==> src/rtl/i2c_wb_write_sequencer.sv <==
// Wishbone master that drives the iicmb_m_wb register sequence for one I2C write:
// CSR enable, Set Bus, Start, address, payload bytes, Stop, then reports a status code.
module i2c_wb_write_sequencer #(
    parameter int WB_ADDR_WIDTH  = 2,
    parameter int WB_DATA_WIDTH  = 8,
    parameter int LEN_WIDTH      = 8,
    parameter int TIMEOUT_CYCLES = 100000
) (
    input  logic                     clk,
    input  logic                     rst,
    input  logic                     req_valid,
    output logic                     req_ready,
    input  logic [7:0]               req_bus_id,
    input  logic [6:0]               req_addr,
    input  logic [LEN_WIDTH-1:0]     req_len,
    input  logic                     data_valid,
    output logic                     data_ready,
    input  logic [7:0]               data_byte,
    output logic                     done,
    output logic [1:0]               status,
    output logic                     cyc_o,
    output logic                     stb_o,
    output logic                     we_o,
    output logic [WB_ADDR_WIDTH-1:0] adr_o,
    output logic [WB_DATA_WIDTH-1:0] dat_o,
    input  logic [WB_DATA_WIDTH-1:0] dat_i,
    input  logic                     ack_i,
    input  logic                     irq,
    output logic [2:0]               dbg_state
);

    localparam int TW = $clog2(TIMEOUT_CYCLES + 1);
    localparam logic [TW-1:0] TO_LAST = TW'(TIMEOUT_CYCLES - 1);
    localparam logic [WB_ADDR_WIDTH-1:0] ADR_CSR  = WB_ADDR_WIDTH'(0);
    localparam logic [WB_ADDR_WIDTH-1:0] ADR_DPR  = WB_ADDR_WIDTH'(1);
    localparam logic [WB_ADDR_WIDTH-1:0] ADR_CMDR = WB_ADDR_WIDTH'(2);

    typedef enum logic [2:0] {
        S_INIT_CSR, S_IDLE, S_DPR_WR, S_CMD_WR, S_WAIT_IRQ, S_CMD_RD, S_DATA_WAIT, S_DONE
    } state_t;

    typedef enum logic [2:0] {
        STEP_SETBUS, STEP_START, STEP_ADDR, STEP_DATA, STEP_STOP
    } step_t;

    state_t                   state_q, state_d;
    step_t                    step_q, step_d;
    logic                     cyc_q, cyc_d, stb_q, stb_d, we_q, we_d;
    logic [WB_ADDR_WIDTH-1:0] adr_q, adr_d;
    logic [WB_DATA_WIDTH-1:0] dat_q, dat_d;
    logic                     req_ready_q, req_ready_d;
    logic                     data_ready_q, data_ready_d;
    logic                     done_q, done_d;
    logic [1:0]               status_q, status_d;
    logic [1:0]               err_q, err_d;
    logic [7:0]               dpr_q, dpr_d;
    logic [6:0]               addr_q, addr_d;
    logic [LEN_WIDTH-1:0]     cnt_q, cnt_d;
    logic [TW-1:0]            tmo_q, tmo_d;

    logic [2:0] cmd_code;
    logic [1:0] rd_code;
    logic       rd_ok;
    logic       unused_dat;

    assign unused_dat = ^dat_i;

    always_comb begin
        case (step_q)
            STEP_SETBUS: cmd_code = 3'b110;
            STEP_START:  cmd_code = 3'b100;
            STEP_STOP:   cmd_code = 3'b101;
            default:     cmd_code = 3'b001;
        endcase
    end

    // DON wins outright; among failures AL outranks NAK, which outranks ERR.
    assign rd_ok   = dat_i[7];
    assign rd_code = dat_i[5] ? 2'b10 : (dat_i[6] ? 2'b01 : 2'b11);

    always_comb begin
        state_d      = state_q;
        step_d       = step_q;
        cyc_d        = cyc_q;
        stb_d        = stb_q;
        we_d         = we_q;
        adr_d        = adr_q;
        dat_d        = dat_q;
        req_ready_d  = req_ready_q;
        data_ready_d = data_ready_q;
        done_d       = 1'b0;
        status_d     = status_q;
        err_d        = err_q;
        dpr_d        = dpr_q;
        addr_d       = addr_q;
        cnt_d        = cnt_q;
        tmo_d        = tmo_q;

        // Every access ends on ack; the next state then spends one idle cycle before launching.
        if (cyc_q && ack_i) begin
            cyc_d = 1'b0;
            stb_d = 1'b0;
            we_d  = 1'b0;
            adr_d = '0;
            dat_d = '0;
        end

        case (state_q)
            S_INIT_CSR: begin
                if (!cyc_q) begin
                    cyc_d = 1'b1; stb_d = 1'b1; we_d = 1'b1;
                    adr_d = ADR_CSR;
                    dat_d = WB_DATA_WIDTH'(8'hC0);
                end else if (ack_i) begin
                    state_d     = S_IDLE;
                    req_ready_d = 1'b1;
                end
            end
            S_IDLE: begin
                if (req_valid && req_ready_q) begin
                    req_ready_d = 1'b0;
                    dpr_d       = req_bus_id;
                    addr_d      = req_addr;
                    cnt_d       = req_len;
                    err_d       = 2'b00;
                    step_d      = STEP_SETBUS;
                    state_d     = S_DPR_WR;
                end
            end
            S_DPR_WR: begin
                if (!cyc_q) begin
                    cyc_d = 1'b1; stb_d = 1'b1; we_d = 1'b1;
                    adr_d = ADR_DPR;
                    dat_d = WB_DATA_WIDTH'(dpr_q);
                end else if (ack_i) begin
                    state_d = S_CMD_WR;
                end
            end
            S_CMD_WR: begin
                if (!cyc_q) begin
                    cyc_d = 1'b1; stb_d = 1'b1; we_d = 1'b1;
                    adr_d = ADR_CMDR;
                    dat_d = WB_DATA_WIDTH'(cmd_code);
                end else if (ack_i) begin
                    state_d = S_WAIT_IRQ;
                    tmo_d   = '0;
                end
            end
            S_WAIT_IRQ: begin
                if (irq) begin
                    state_d = S_CMD_RD;
                end else if (tmo_q == TO_LAST) begin
                    state_d  = S_DONE;
                    done_d   = 1'b1;
                    status_d = 2'b11;
                end else begin
                    tmo_d = tmo_q + TW'(1);
                end
            end
            S_CMD_RD: begin
                if (!cyc_q) begin
                    cyc_d = 1'b1; stb_d = 1'b1; we_d = 1'b0;
                    adr_d = ADR_CMDR;
                    dat_d = '0;
                end else if (ack_i) begin
                    if (step_q == STEP_STOP) begin
                        // A Stop issued to recover from an error reports the original error.
                        state_d  = S_DONE;
                        done_d   = 1'b1;
                        status_d = (err_q != 2'b00) ? err_q : (rd_ok ? 2'b00 : rd_code);
                    end else if (!rd_ok && rd_code == 2'b10) begin
                        state_d  = S_DONE;
                        done_d   = 1'b1;
                        status_d = 2'b10;
                    end else if (!rd_ok) begin
                        err_d   = rd_code;
                        step_d  = STEP_STOP;
                        state_d = S_CMD_WR;
                    end else if (step_q == STEP_SETBUS) begin
                        step_d  = STEP_START;
                        state_d = S_CMD_WR;
                    end else if (step_q == STEP_START) begin
                        step_d  = STEP_ADDR;
                        dpr_d   = {addr_q, 1'b0};
                        state_d = S_DPR_WR;
                    end else if (cnt_q == '0) begin
                        step_d  = STEP_STOP;
                        state_d = S_CMD_WR;
                    end else begin
                        state_d      = S_DATA_WAIT;
                        data_ready_d = 1'b1;
                    end
                end
            end
            S_DATA_WAIT: begin
                if (data_valid && data_ready_q) begin
                    data_ready_d = 1'b0;
                    dpr_d        = data_byte;
                    cnt_d        = cnt_q - LEN_WIDTH'(1);
                    step_d       = STEP_DATA;
                    state_d      = S_DPR_WR;
                end
            end
            S_DONE: begin
                state_d     = S_IDLE;
                req_ready_d = 1'b1;
            end
            default: state_d = S_INIT_CSR;
        endcase
    end

    always_ff @(posedge clk or negedge rst) begin
        if (!rst) begin
            state_q      <= S_INIT_CSR;
            step_q       <= STEP_SETBUS;
            cyc_q        <= 1'b0;
            stb_q        <= 1'b0;
            we_q         <= 1'b0;
            adr_q        <= '0;
            dat_q        <= '0;
            req_ready_q  <= 1'b0;
            data_ready_q <= 1'b0;
            done_q       <= 1'b0;
            status_q     <= 2'b00;
            err_q        <= 2'b00;
            dpr_q        <= '0;
            addr_q       <= '0;
            cnt_q        <= '0;
            tmo_q        <= '0;
        end else begin
            state_q      <= state_d;
            step_q       <= step_d;
            cyc_q        <= cyc_d;
            stb_q        <= stb_d;
            we_q         <= we_d;
            adr_q        <= adr_d;
            dat_q        <= dat_d;
            req_ready_q  <= req_ready_d;
            data_ready_q <= data_ready_d;
            done_q       <= done_d;
            status_q     <= status_d;
            err_q        <= err_d;
            dpr_q        <= dpr_d;
            addr_q       <= addr_d;
            cnt_q        <= cnt_d;
            tmo_q        <= tmo_d;
        end
    end

    assign req_ready  = req_ready_q;
    assign data_ready = data_ready_q;
    assign done       = done_q;
    assign status     = status_q;
    assign cyc_o      = cyc_q;
    assign stb_o      = stb_q;
    assign we_o       = we_q;
    assign adr_o      = adr_q;
    assign dat_o      = dat_q;
    assign dbg_state  = state_q;

endmodule

==> config.mk <==
export PLATFORM = sky130hd
export DESIGN_NAME = i2c_wb_write_sequencer
export DESIGN_NICKNAME = d
export VERILOG_FILES = /design/src/rtl/i2c_wb_write_sequencer.sv
export SDC_FILE = /design/constraint.sdc
export NUM_CORES = 1
export LEC_CHECK = 0
export BUFFER_PORTS_ARGS = -buffer_cell sky130_fd_sc_hd__buf_2
export CAP_MARGIN = 40
export CORE_MARGIN = 1
export CORE_UTILIZATION = 47
export CTS_CLUSTER_SIZE = 16
export DETAILED_ROUTE_END_ITERATION = 8
export PLACE_DENSITY = 0.69
export SLEW_MARGIN = 20
export SYNTH_ARGS = -nofsm -noshare
export SYNTH_HDL_FRONTEND = slang
export SYNTH_SLANG_ARGS = --single-unit
==> constraint.sdc <==
create_clock -name clk -period 2.5 [get_ports clk]
set_input_delay 0.5 -clock clk [delete_from_list [all_inputs] [get_ports clk]]
set_output_delay 0.5 -clock clk [all_outputs]
set_load 0.01 [all_outputs]
-- After elaboration in Yosys (flattened, before gate mapping)
Index checks and enable logic that the tools add are counted.
- equality and inequality tests: 35
- reduce and logical (&&, ||, !) cells: 29
- $add $sub $neg: 2
- muxes and demuxes: 109
- operators by type and width (operator ; number):
    8-bit 2-to-1 mux ; 16
    3-bit 2-to-1 mux ; 28
    17-bit 2-to-1 mux ; 4
    2-bit != test (second input constant) ; 21
    2-bit 2-to-1 mux ; 20
    17-bit case mux with 2 select lines ; 1
    8-bit case mux with 4 select lines ; 1
    1-bit 2-to-1 mux ; 27
    3-bit case mux with 8 select lines ; 1
    8-bit case mux with 3 select lines ; 1
    10-bit AND reduction ; 2
    3-bit case mux with 3 select lines ; 2
    17-bit by 1-bit adder with 17-bit output (second input constant) ; 1
    17-bit equality test (second input constant) ; 1
    8-bit case mux with 2 select lines ; 1
    3-bit equality test (second input constant) ; 5
    2-bit nonzero test ; 6
    11-bit AND reduction ; 1
    8-bit logical NOT ; 1
    2-bit case mux with 2 select lines ; 2
    8-bit AND reduction ; 1
    8-bit by 1-bit subtractor with 8-bit output (second input constant) ; 1
    7-bit AND reduction ; 1
    3-bit by 1-bit equality test with 1-bit output (second input constant) ; 2
    19 further kinds ; 28
- input bits: 45
- register bits after elaboration: 66
- output and inout port bits: 21
- logic and storage cells: 191

-- Depth between registers and ports, before layout
- depth after elaboration: 10
- gate-level depth with buffers: 7
- depth with buffers taken out: 6

-- Worst setup path after synthesis
Ideal clock, no wire load.
- path kind: reg-to-reg
- start: register tmo_q[0]
- end: register status_q[0] (netlist: status[0])
- library setup time: 0.125 ns
- data arrival time: 1.931 ns
- path buffers: 0
- setup slack: 0.444 ns
- cell stages (with the launch flop): 7
- cell sequence: dfrtp_1 -> ha_1 -> nor4bb_1 -> nand2_1 -> or3_4 -> o31ai_4 -> mux2_2
- cells in the longest elaborated chain, start to end: 3
- RTL lines (what ; RTL line ; RTL):
    from (decl) ; 59 ; logic [TW-1:0] tmo_q, tmo_d;
    from (signal assigned) ; 246 ; tmo_q <= tmo_d;
    17-bit equality test ; 152 ; end else if (tmo_q == TO_LAST) begin
    2-bit != test (no source line) ; - ;
    6-bit AND reduction (no source line) ; - ;
    to (signal assigned) ; 241 ; status_q <= status_d;
    to (decl) ; 54 ; logic [1:0] status_q, status_d;
No other way between the ends.
A chain may end at the register's enable or synchronous reset.

-- Final worst setup path
Ends and elaborated chain as after synthesis.

==> key figures <==
Run status
  – Status: finished clean

Yosys
  – Post-synth cell types: 57
  – Mapped Cells: 378
  – Fraction of registers with async set/reset: between 90% and 100%
  – Total of warnings raised by yosys: 0
  – Number of flops mapped to enable cells by yosys: 0
  – Syn Nets: roughly 430
  – Seq cells post-synth: between 60 and 70
  – Ys flop type: dfrtp_1
  – Avg Cell Area, Syn: 9.305 µm²
  – Count leader, synth: dfrtp_1
  – Post-synth top area cell: dfrtp_1
  – Synth area leaders: dfrtp_1 (47%), nor2_1 (4.8%), o21ai_0 (4.7%)
  – Synth top cells by count: dfrtp_1 (66), nor2_1 (45), o21ai_0 (33)
  – Seq/Total Area, Yosys: 46.96%
  – Top cell type's share of synthesized area: a little under half
  – Synth Cell Area: 3517 µm²

Worst setup path
  – Worst R2R Setup Slack: ~0.22 ns
  – Crit path DAT: about 2.5 ns
  – CP Max Fanout: 6
  – Req. time, crit path: 2.73 ns
  – Reg2reg path depth: 6
  – Crit start category: flip-flop
  – Slowest stage delay, CP: roughly 0.43 ns
  – Critical Path Stages: 6
  – WS Path Type: reg -> reg
  – Buf/Inv on CP: 0
  – CP Cell Sequence: ha_1 > nor4bb_1 > nand2_1 > or3_4 > o31ai_4 > mux2_2
  – Slowest CP cell: dfrtp_1
  – Worst setup EP type: flip-flop
  – Largest delay share family, worst path: simple AND/OR/NAND/NOR gates

Finish
  – Area added between synthesis and finish: 20.14%
  – Multi-input logic area: around 1800 µm²
  – Share of layout cells above drive strength 1: between 20% and 30%
  – Final Net Count: 500
  – Register area: 1652 µm²
  – Finished Cell Area: approximately 4200 µm²
  – # fillers: approximately 670
  – Ant. Diodes: 0

CTS
  – Clock-pin slew on the worst setup and hold paths: approximately 0.09 ns
  – Skew-Pair Late Insertion Delay: around 0.35 ns
  – Post-CTS setup buffer count: 0
  – CTS tree: yes
  – CTS resizes: 0
  – Clock Path Buffers: 2
  – CTS sink count: between 60 and 70
  – Hold Buf Count CTS: 0
  – Total CTS buffers: 9
  – Clock Tree Root: clkbuf_8
  – # H-tree levels: 3

Routing
  – Final wirelength: ~8500 µm
  – Via density: 5.615
  – Drt wl/cell: about 15 µm
  – Detailed-route DRC error count: 0
  – DR vias: ~3100
  – 1st-iter DRT viols: between 200 and 250
  – DRT antenna net count: 0
  – Pre-Repair DR Iteration Count: 5

Global routing
  – Initial antenna violation count: 0
  – Grt ovf: 0
  – Largest net degree at the start of global routing: 40
  – First-pass GRT wire length: roughly 14000 µm
  – Number of global-route vias before repair: around 2900
  – Gr usage total: 23.36%

Timing
  – Fin Hold WS: approximately 0.17 ns
  – Skew final: 0.01445 ns
  – Final hold violation count: 0
  – Max Slew Vio Count: 0
  – Period Utilization, post-route: 91.12%
  – RSZ-0062 raised after global routing: false
  – Final setup viols: 0
  – Clock period minus worst slack: 2.278 ns
  – FMAX: ~440 MHz
  – Worst slew pin tran: 0.6644 ns
  – Slew headroom: a little under three fifths
  – Fin Setup TNS: 0 ns

Floorplanning
  – Die X: 88.51 µm
  – Core area: approximately 7300 µm²
  – Die height: between 80 and 90 µm
  – Die ar.: approximately 8000 µm²
  – Top Ports: 66
  – Initial core utilization: between 40 and 50%
  – Num rows: 31

Power and ir drop
  – Internal Power: between 2 and 3 mW
  – Switch Pwr: between 1.5 and 2 mW
  – Lkg Pwr: ~1.9 nW
  – Clock group share of total power: 20.4%
  – Switching Share: between 30% and 40%
  – Seq pwr share: a little under two fifths
  – Tot Pwr: approximately 4.5 mW
  – Peak VDD IR: between 0.4 and 0.5 mV
  – Combinational share of power: between 40% and 50%
  – PwrDens: 1061 nW/µm²

Placement
  – GPL Wtd Cong: ~0.9
  – IO Port Bufs: 60
  – Cell Area, Placed: 4025 µm²
  – DP Wirelength: 6091 µm

Min path
  – Hold Crit Class: in -> async

Job
  – Maximum Capacitance Violations: 0
[per-stage QoR]
step	instances	utilization, %	worst slack [ns]
floorplan	378	-	0.4440
global placement	540	55.49	0.2715
detailed placement	540	55.49	0.2593
CTS	556	58.25	0.2333
global route	556	58.25	0.1293
finish	556	58.25	0.2219
[cells by family (layout without fill, tap and decap cells)]
| group | count (synthesis) | in the layout | synth area share, % |
|---|---|---|---|
| AND/OR/NAND/NOR | 144 | 144 | 20.60 |
| AO/OA/AOI/OAI | 117 | 117 | 22.23 |
| XOR/XNOR | 10 | 10 | 2.490 |
| buffers and inverters | 26 | 105 | 2.882 |
| multiplexers | 11 | 11 | 3.486 |
| flip-flops | 66 | 66 | 46.96 |
| adder cells (fa/ha/maj) | 4 | 4 | 1.352 |
[sequential cells by signal, summed over array words and instances (netlist names), 2 cells and up]
signal and count:
tmo_q 17, cnt_q 8, dat_o 8, dpr_q 8
addr_q 7, dbg_state 3, step_q 3, adr_o 2
err_q 2, status 2
[power groups by stage]
stage	combinational, mW	sequential (mW)	clock [mW]
floorplan	1.21	1.72	0
finish	1.85	1.72	0.913
detailed placement	1.83	1.74	0
global route	2.08	1.78	0.972
global placement	1.80	1.73	0
CTS	1.84	1.72	0.931
[layer usage]
layer	global-route usage, %	vias to the layer above	share of wire (%)
met2	35.24	91	45
met5	0	-	0
met3	3.918	11	5.2
li1	-	1537	-
met1	33.10	1483	49
met4	10.26	0	1.3
[area by class of cell]
cell class,instances,area share (%)
Timing Repair Buffer,77,10.42
Clock inverter,7,1.806
Inverter,12,1.066
Sequential cell,66,39.09
Clock buffer,9,2.932
Tap cell,99,2.932
Multi-Input combinational cell,286,41.75
[worst reg2reg max path, cell delays in order, from the launching register on]
cell	delay, ns
dfrtp_1	0.43
ha_1	0.26
nor4bb_1	0.39
nand2_1	0.09
or3_4	0.38
o31ai_4	0.24
mux2_2	0.37
[layout by cell type (no fill, tap or decap), types with 7 or more instances in the layout]
cell,n
a21oi_1,28
a22o_1,11
buf_2,60
buf_4,16
clkbuf_8,9
dfrtp_1,66
inv_1,10
mux2_2,10
nand2_1,29
nand3_1,23
nor2_1,45
nor3_1,7
o21ai_0,33
xor2_1,10
[final timing paths]
check / from / endpoint
setup / recovery: tmo_q[0] / status[0]
hold / removal: rst / dat_o[4]
setup reg to reg: tmo_q[0] / status[0]
hold reg to reg: dpr_q[1] / dpr_q[1]
max in group asynchronous: rst / tmo_q[12]
min in group clk: data_valid / data_ready
Note: power is estimated with default switching activity, not from simulation.
